$ cat src/rtl/uart_rx_sampler.sv
// 8N1 oversampling UART receiver: 2-flop input synchronizer, start-bit glitch
// rejection, 3-sample majority vote per bit, one-cycle valid / framing-error pulses.
module uart_rx_sampler #(
    parameter int CLK_FREQ   = 25000000,
    parameter int BAUD       = 115200,
    parameter int OVERSAMPLE = 16
) (
    input  logic       i_clk,
    input  logic       i_rst,
    input  logic       i_in,
    output logic [7:0] o_data,
    output logic       o_valid,
    output logic       o_frame_err,
    output logic       o_busy
);

    localparam int DIV   = CLK_FREQ / (BAUD * OVERSAMPLE);
    localparam int DIV_W = (DIV > 1) ? $clog2(DIV) : 1;
    localparam int OS_W  = $clog2(OVERSAMPLE);

    localparam logic [DIV_W-1:0] DIV_LAST = DIV_W'(DIV - 1);
    localparam logic [OS_W-1:0]  OS_LAST  = OS_W'(OVERSAMPLE - 1);
    localparam logic [OS_W-1:0]  SAMP_A   = OS_W'(OVERSAMPLE / 2 - 1);
    localparam logic [OS_W-1:0]  SAMP_B   = OS_W'(OVERSAMPLE / 2);
    localparam logic [OS_W-1:0]  SAMP_C   = OS_W'(OVERSAMPLE / 2 + 1);

    generate
        if (DIV < 1) begin : g_bad_div
            $error("uart_rx_sampler: CLK_FREQ/(BAUD*OVERSAMPLE) must be >= 1");
        end
        if ((OVERSAMPLE < 4) || (OVERSAMPLE % 2 != 0)) begin : g_bad_os
            $error("uart_rx_sampler: OVERSAMPLE must be even and >= 4");
        end
    endgenerate

    typedef enum logic [2:0] {
        S_IDLE  = 3'd0,
        S_START = 3'd1,
        S_DATA  = 3'd2,
        S_STOP  = 3'd3,
        S_BREAK = 3'd4
    } state_t;

    state_t           r_state;
    logic             r_sync1;
    logic             r_sync2;
    logic [DIV_W-1:0] r_div_cnt;
    logic [OS_W-1:0]  r_os_cnt;
    logic [2:0]       r_bit_idx;
    logic [1:0]       r_samp;
    logic [7:0]       r_shreg;
    logic [7:0]       r_data;
    logic             r_valid;
    logic             r_frame_err;

    state_t           w_state_nxt;
    logic [DIV_W-1:0] w_div_nxt;
    logic [OS_W-1:0]  w_os_nxt;
    logic [2:0]       w_bit_idx_nxt;
    logic [1:0]       w_samp_nxt;
    logic [7:0]       w_shreg_nxt;
    logic [7:0]       w_data_nxt;
    logic             w_valid_nxt;
    logic             w_frame_err_nxt;

    logic             w_rx;
    logic             w_tick;
    logic             w_os_wrap;
    logic             w_decide;
    logic             w_majority;

    assign w_rx       = r_sync2;
    assign w_tick     = (r_div_cnt == DIV_LAST);
    assign w_os_wrap  = w_tick && (r_os_cnt == OS_LAST);
    assign w_decide   = w_tick && (r_os_cnt == SAMP_C);
    // The third vote is the live synchronized sample taken on the decision tick.
    assign w_majority = (r_samp[0] & r_samp[1]) | (r_samp[0] & w_rx) | (r_samp[1] & w_rx);

    always_comb begin
        w_state_nxt     = r_state;
        w_div_nxt       = w_tick ? '0 : r_div_cnt + 1'b1;
        w_os_nxt        = r_os_cnt;
        w_bit_idx_nxt   = r_bit_idx;
        w_samp_nxt      = r_samp;
        w_shreg_nxt     = r_shreg;
        w_data_nxt      = r_data;
        w_valid_nxt     = 1'b0;
        w_frame_err_nxt = 1'b0;

        if (w_tick) begin
            w_os_nxt = w_os_wrap ? '0 : r_os_cnt + 1'b1;
            if (r_os_cnt == SAMP_A) w_samp_nxt[0] = w_rx;
            if (r_os_cnt == SAMP_B) w_samp_nxt[1] = w_rx;
        end

        case (r_state)
            S_IDLE: begin
                // Counters are held at zero so the bit grid is phase-aligned to the start edge.
                w_div_nxt = '0;
                w_os_nxt  = '0;
                if (!w_rx) w_state_nxt = S_START;
            end
            S_START: begin
                if (w_decide && w_majority) begin
                    w_state_nxt = S_IDLE;
                end else if (w_os_wrap) begin
                    w_state_nxt   = S_DATA;
                    w_bit_idx_nxt = 3'd0;
                end
            end
            S_DATA: begin
                if (w_decide) w_shreg_nxt[r_bit_idx] = w_majority;
                if (w_os_wrap) begin
                    if (r_bit_idx == 3'd7) w_state_nxt = S_STOP;
                    else                   w_bit_idx_nxt = r_bit_idx + 3'd1;
                end
            end
            S_STOP: begin
                // Leave at mid stop bit so a start bit that follows with no gap is caught.
                if (w_decide) begin
                    if (w_majority) begin
                        w_data_nxt  = r_shreg;
                        w_valid_nxt = 1'b1;
                        w_state_nxt = S_IDLE;
                    end else begin
                        w_frame_err_nxt = 1'b1;
                        w_state_nxt     = S_BREAK;
                    end
                end
            end
            S_BREAK: begin
                if (w_rx) w_state_nxt = S_IDLE;
            end
            default: begin
                w_state_nxt = S_IDLE;
            end
        endcase
    end

    always_ff @(posedge i_clk) begin
        if (i_rst) begin
            r_state     <= S_IDLE;
            r_sync1     <= 1'b1;
            r_sync2     <= 1'b1;
            r_div_cnt   <= '0;
            r_os_cnt    <= '0;
            r_bit_idx   <= 3'd0;
            r_samp      <= 2'b00;
            r_shreg     <= 8'h00;
            r_data      <= 8'h00;
            r_valid     <= 1'b0;
            r_frame_err <= 1'b0;
        end else begin
            r_state     <= w_state_nxt;
            r_sync1     <= i_in;
            r_sync2     <= r_sync1;
            r_div_cnt   <= w_div_nxt;
            r_os_cnt    <= w_os_nxt;
            r_bit_idx   <= w_bit_idx_nxt;
            r_samp      <= w_samp_nxt;
            r_shreg     <= w_shreg_nxt;
            r_data      <= w_data_nxt;
            r_valid     <= w_valid_nxt;
            r_frame_err <= w_frame_err_nxt;
        end
    end

    assign o_data      = r_data;
    assign o_valid     = r_valid;
    assign o_frame_err = r_frame_err;
    assign o_busy      = (r_state != S_IDLE);

endmodule
$ cat config.mk
export PLATFORM = sky130hd
export DESIGN_NAME = uart_rx_sampler
export DESIGN_NICKNAME = d
export VERILOG_FILES = /design/src/rtl/uart_rx_sampler.sv
export SDC_FILE = /design/constraint.sdc
export NUM_CORES = 1
export LEC_CHECK = 0
export ABC_AREA = 1
export ABC_CLOCK_PERIOD_IN_PS = 1800
export BUFFER_PORTS_ARGS = -buffer_cell sky130_fd_sc_hd__buf_2
export CAP_MARGIN = 10
export CORE_MARGIN = 4
export CORE_UTILIZATION = 38
export CTS_CLUSTER_DIAMETER = 150
export DETAILED_ROUTE_END_ITERATION = 8
export HOLD_SLACK_MARGIN = 0.15
export PLACE_DENSITY_LB_ADDON = 0.1
export SLEW_MARGIN = 15
export SYNTH_ARGS = -nofsm -noshare
export SYNTH_HDL_FRONTEND = slang
export SYNTH_SLANG_ARGS = --single-unit
$ cat constraint.sdc
create_clock -name i_clk -period 1.8 [get_ports i_clk]
set_input_delay 0.18 -clock i_clk [delete_from_list [all_inputs] [get_ports i_clk]]
set_output_delay 0.18 -clock i_clk [all_outputs]
set_load 0.005 [all_outputs]
After elaboration in Yosys (flattened, before gate mapping)
Index checks and enable logic that the tools add are counted.
Cells by class
  $add $sub $neg: 3
  multiply operators: 0
  div/mod/pow operators: 0
  order comparisons: 2
  equality and inequality tests: 19
  shift operators: 0
  muxes and demuxes: 20
  bitwise operators: 7
  reduce and logical (&&, ||, !) cells: 16
Operator list (number)
  two-way mux 3 bit: 12
  == test 4 bit, second input constant: 4
  != test 2 bit, second input constant: 8
  one-hot mux 3 bit (5 select lines): 1
  adder 4 x 1 -> 4 bit, second input constant: 2
  bitwise mux 8 bit: 1
  == test 3 x 2 -> 1 bit, second input constant: 2
  == test 3 bit, second input constant: 2
  one-hot mux 3 bit (2 select lines): 1
  AND reduction 2 bit: 3
  AND reduction 6 bit: 1
  OR reduction 3 bit: 2
  AND reduction 5 bit: 1
  == test 4 x 3 -> 1 bit, second input constant: 1
  logical AND 1 bit: 4
  < comparator 3 x 4 -> 1 bit, second input constant: 1
  two-way mux 4 bit: 1
  adder 3 x 1 -> 3 bit, second input constant: 1
  AND 1 bit: 3
  demux 1 bit (select 3 bit): 1
  == test 3 x 1 -> 1 bit, second input constant: 1
  greater-or-equal comparator 3 x 1 -> 1 bit, second input constant: 1
  zero test 3 bit: 1
  two-way mux 1 bit: 3
  other kinds (7): 9
Storage, ports and cells
  register bits: 36
  latch bits: 0
  memory bits (writable): 0
  memory bits (read-only): 0
  logic and storage cells: 79
  memories: 0

Depth between registers and ports, before layout
  depth in word-level cells: 6
  gate-level depth with buffers: 10
  gate-level depth less buffers: 10

Worst setup path after synthesis
Ideal clock, no wire load.
  path type: flip-flop to flip-flop
  start: reg r_div_cnt[0]
  end: reg r_data[4], in the netlist o_data[4]
  library setup time: 0.119 ns
  arrival time: 1.299 ns
  required time: 1.681 ns
  path slack: 0.381 ns
  stages on the path, launching flop included: 9
  clock period less this slack: 1.419 ns
  path through: dfxtp_1 inv_1 ha_1 nand3_4 nor2_8 nand3_2 buf_2 o21ai_1 a21oi_1
On the way
  longest elaborated chain between the ends: 3
RTL lines
  from (decl): line 47  | logic [DIV_W-1:0] r_div_cnt;
  from (signal assigned): line 157  | r_div_cnt <= w_div_nxt;
  == test 4 bit: line 73  | assign w_tick = (r_div_cnt == DIV_LAST);
  logical AND 1 bit: line 75  | assign w_decide = w_tick && (r_os_cnt == SAMP_C);
  AND reduction 3 bit (no line)
  to (signal assigned): line 162  | r_data <= w_data_nxt;
  to (decl): line 52  | logic [7:0] r_data;
No other way between the ends.
A chain may end at the register's enable or synchronous reset.

Worst setup path after layout
  start: reg r_div_cnt[0]
  end: reg r_state[2]
On the way
  longest elaborated chain between the ends: 5
RTL lines
  == test 4 bit *: line 73
  logical AND 1 bit: line 75
  logical AND 1 bit: line 104  | if (w_decide && w_majority) begin
  != test 3 bit (no line) / two-way mux 3 bit (equally long branches)
  AND reduction 6 bit (no line) / one-hot mux 3 bit (5 select lines) (equally long branches)
  to (signal assigned): line 154  | r_state <= w_state_nxt;
  to (decl): line 44  | state_t r_state;
Every way passes the cells marked *; elsewhere a longest branch is shown, timed or not.

==> impl_metrics.json <==
{
  "status": "completed",
  "peakVddDrop_uv": 812,
  "wl_per_cell_um": 10.5,
  "cts_root_buffer": "clkbuf_8",
  "yosysWarnings": 0,
  "grt_pass1_vias": 1205,
  "portBuffers": 13,
  "cp_max_fo": 8,
  "ys_seq_area_frac": 0.430,
  "fin_nets": 251,
  "seqCellArea_um2": 721,
  "synth.most_common_cell": "dfxtp_1",
  "pwr-share-seq": 0.406,
  "power_switching_mw": 0.717,
  "grt_use_met2": 0.173,
  "cts_made_buffers": 5,
  "grt_pass1_wl_mm": 5.40,
  "n_antenna_cell": 0,
  "slew_headroom": 0.703,
  "synth_area_um2": 1680,
  "grt_remaining_overflow": 0,
  "crit_slowest_cell": "dfxtp_1",
  "crit_arrival_ns": 1.78,
  "worst_pin_slew_ns": 0.446,
  "p_comb_frac": 0.277,
  "cp_data_required_time_ns": 2.02,
  "synth.top_cell.area_share": 0.430,
  "switching_share": 0.323,
  "antenna_found_initial": 0,
  "syn_inst": 220,
  "io_pins": 14,
  "synth_edf_count": 0,
  "postRouteAntennaNets": 0,
  "p_clk_frac": 0.317,
  "report.power.total_mw": 2.22,
  "clock.fmax_mhz": 643,
  "maxCapViolCount": 0,
  "finalHoldViolCount": 0,
  "clk_path_buf_depth": 2,
  "syn-mean-instance-area_um2": 7.62,
  "grt.total_usage": 0.125,
  "cts.reportedPaths.clkPinSlew_ns": 0.07,
  "drt-total-wl_mm": 3.07,
  "hp-class": "flip-flop to flip-flop",
  "critPathCaptureType": "flip-flop",
  "synthTopCellsByArea": "dfxtp_1, inv_1, nand2_1, nor2_1, a21oi_1",
  "die_w_um": 74.4,
  "via_per_inst": 4.59,
  "multi_input_area_um2": 803,
  "drc": 0,
  "die_h_um": 74.4,
  "worstPathCellList": "inv_1, ha_1, nand3_4, nor2_8, nand2_1, nand3_2, nand3_4, and2_4, nor2_2",
  "grt_util_met3": 0.0365,
  "rsz0062_at_grt": "no",
  "synthToLayoutAreaGrowth_pct": 16.1,
  "synth_common_cells": "dfxtp_1, inv_1, nand2_1",
  "n_fill_cell": 442,
  "yosys.area.top_type": "dfxtp_1",
  "cp_common_cell": "nand3_4",
  "synth_nets": 230,
  "gp_congestion": 0.775,
  "p_leak_nw": 0.859,
  "drive_gt1_frac": 0.169,
  "period_share": 0.864,
  "cts.sinks": 36,
  "r2r_setup_slack_ns": 0.24,
  "critPathKind": "flip-flop to flip-flop",
  "ys_types": 30,
  "cts_tree": "done",
  "start_kind": "flip-flop",
  "dp_hpwl_mm": 2.30,
  "ys_seq_elements": 36,
  "power_density_nw_per_um2": 1140,
  "yosys_most_used_dff": "dfxtp_1",
  "rows": 23,
  "fin_crit_ns": 1.56,
  "p_int_mw": 1.50,
  "die_area_um2": 5540,
  "insertion_delay_ns": 0.28,
  "setup-violations-final": 0,
  "dr.first_iter.drc_count": 100,
  "drtPass1Iterations": 4,
  "vias": 1339,
  "report.final.slew_viol_count": 0,
  "tns_ns": 0,
  "grt_max_degree": 20,
  "synthArstFlopShare": 0,
  "cpPeakStageDelay_ns": 0.34,
  "start_util": 0.404,
  "htreeDepth": 2,
  "core_area_um2": 4140,
  "grt_use_met1": 0.186,
  "grt.busiest_layer": "met1",
  "skew_ns": 0.00819
}
power groups by stage:
| stage | clock [mW] | sequential [mW] | combinational, mW |
|---|---|---|---|
| after global routing | 0.765 | 0.908 | 0.707 |
| final | 0.704 | 0.900 | 0.615 |
| after global placement | 0 | 0.920 | 0.620 |
| after floorplan | 0 | 0.909 | 0.507 |
| after detailed placement | 0 | 0.920 | 0.610 |
| after CTS | 0.727 | 0.901 | 0.617 |
critical path: cells and delay by family, from the launching register on:
family        cells  cell delay (ns)
buf+inv           1             0.06
simple gates      7             0.91
flops             1             0.34
fa+ha+maj         1             0.18
layer usage:
layer,share of wire,wire (µm),up-vias
li1,-,-,748
met1,0.57,1750,571
met2,0.39,1180,20
met3,0.044,136,0
met4,0,0,0
met5,0,0,-
layout by cell type (no fill, tap or decap), types with 2 or more instances in the layout:
master          n
nand4_1         2
a21oi_1        19
nor3_1          4
ha_1            7
inv_1          34
or2_2           2
inv_2           4
buf_2          13
o21bai_1        4
nand3_2         2
buf_4           2
o21ai_1         4
clkbuf_8        5
nand3_4         3
nand2_1        34
dfxtp_1        36
a31oi_1         4
o21ai_0        13
nand3_1         5
nor2_1         28
nor2_2          2
dlygate4sd3_1   2
worst paths after layout:
kind | start | end | cells after the start
hold reg to reg | r_sync1 | r_sync2 | 1
setup / recovery | r_div_cnt[0] | r_state[2] | 9
hold / removal | r_sync1 | r_sync2 | 1
setup reg to reg | r_div_cnt[0] | r_state[2] | 9
per-stage QoR:
stage                     utilization  instances  hold slack, ns  area (µm²)  worst slack, ns
after global routing            0.469        292           0.444        1940           0.0707
after floorplan                     -        220           0.252        1680            0.381
after global placement          0.436        282           0.371        1810            0.238
after CTS                       0.467        292           0.436        1940            0.138
final                           0.469        292           0.430        1940            0.245
after detailed placement        0.436        282           0.369        1810            0.150
layout make-up:
type / count / share of cell area
Clock buffer: 5 / 0.0354
Timing Repair Buffer: 17 / 0.0515
Clock inverter: 3 / 0.0219
Tap cell: 50 / 0.0322
Sequential cell: 36 / 0.371
Inverter: 39 / 0.0753
Multi-Input combinational cell: 142 / 0.413
state kept, by name, summed over array words and instances (netlist names):
signal / count
r_shreg: 8
o_frame_err: 1
o_valid: 1
r_bit_idx: 3
r_os_cnt: 4
r_sync2: 1
r_samp: 2
r_state: 3
r_div_cnt: 4
o_data: 8
r_sync1: 1
cells by family after synthesis:
family,share of synthesized area
xor gates and xnor gates,0.0105
DFF,0.430
adders and majority gates,0.0523
and+or+nand+nor,0.259
buffers and inverters,0.0948
AOI/OAI and AO/OA,0.153
timing repair:
action,in CTS,in global routing
hold endpoints to repair,4,0
resized for setup,0,2
endpoints found under the setup margin,0,5
hold buffers,2,0
setup buffers,0,0
Power figures use the tool's default switching activity.
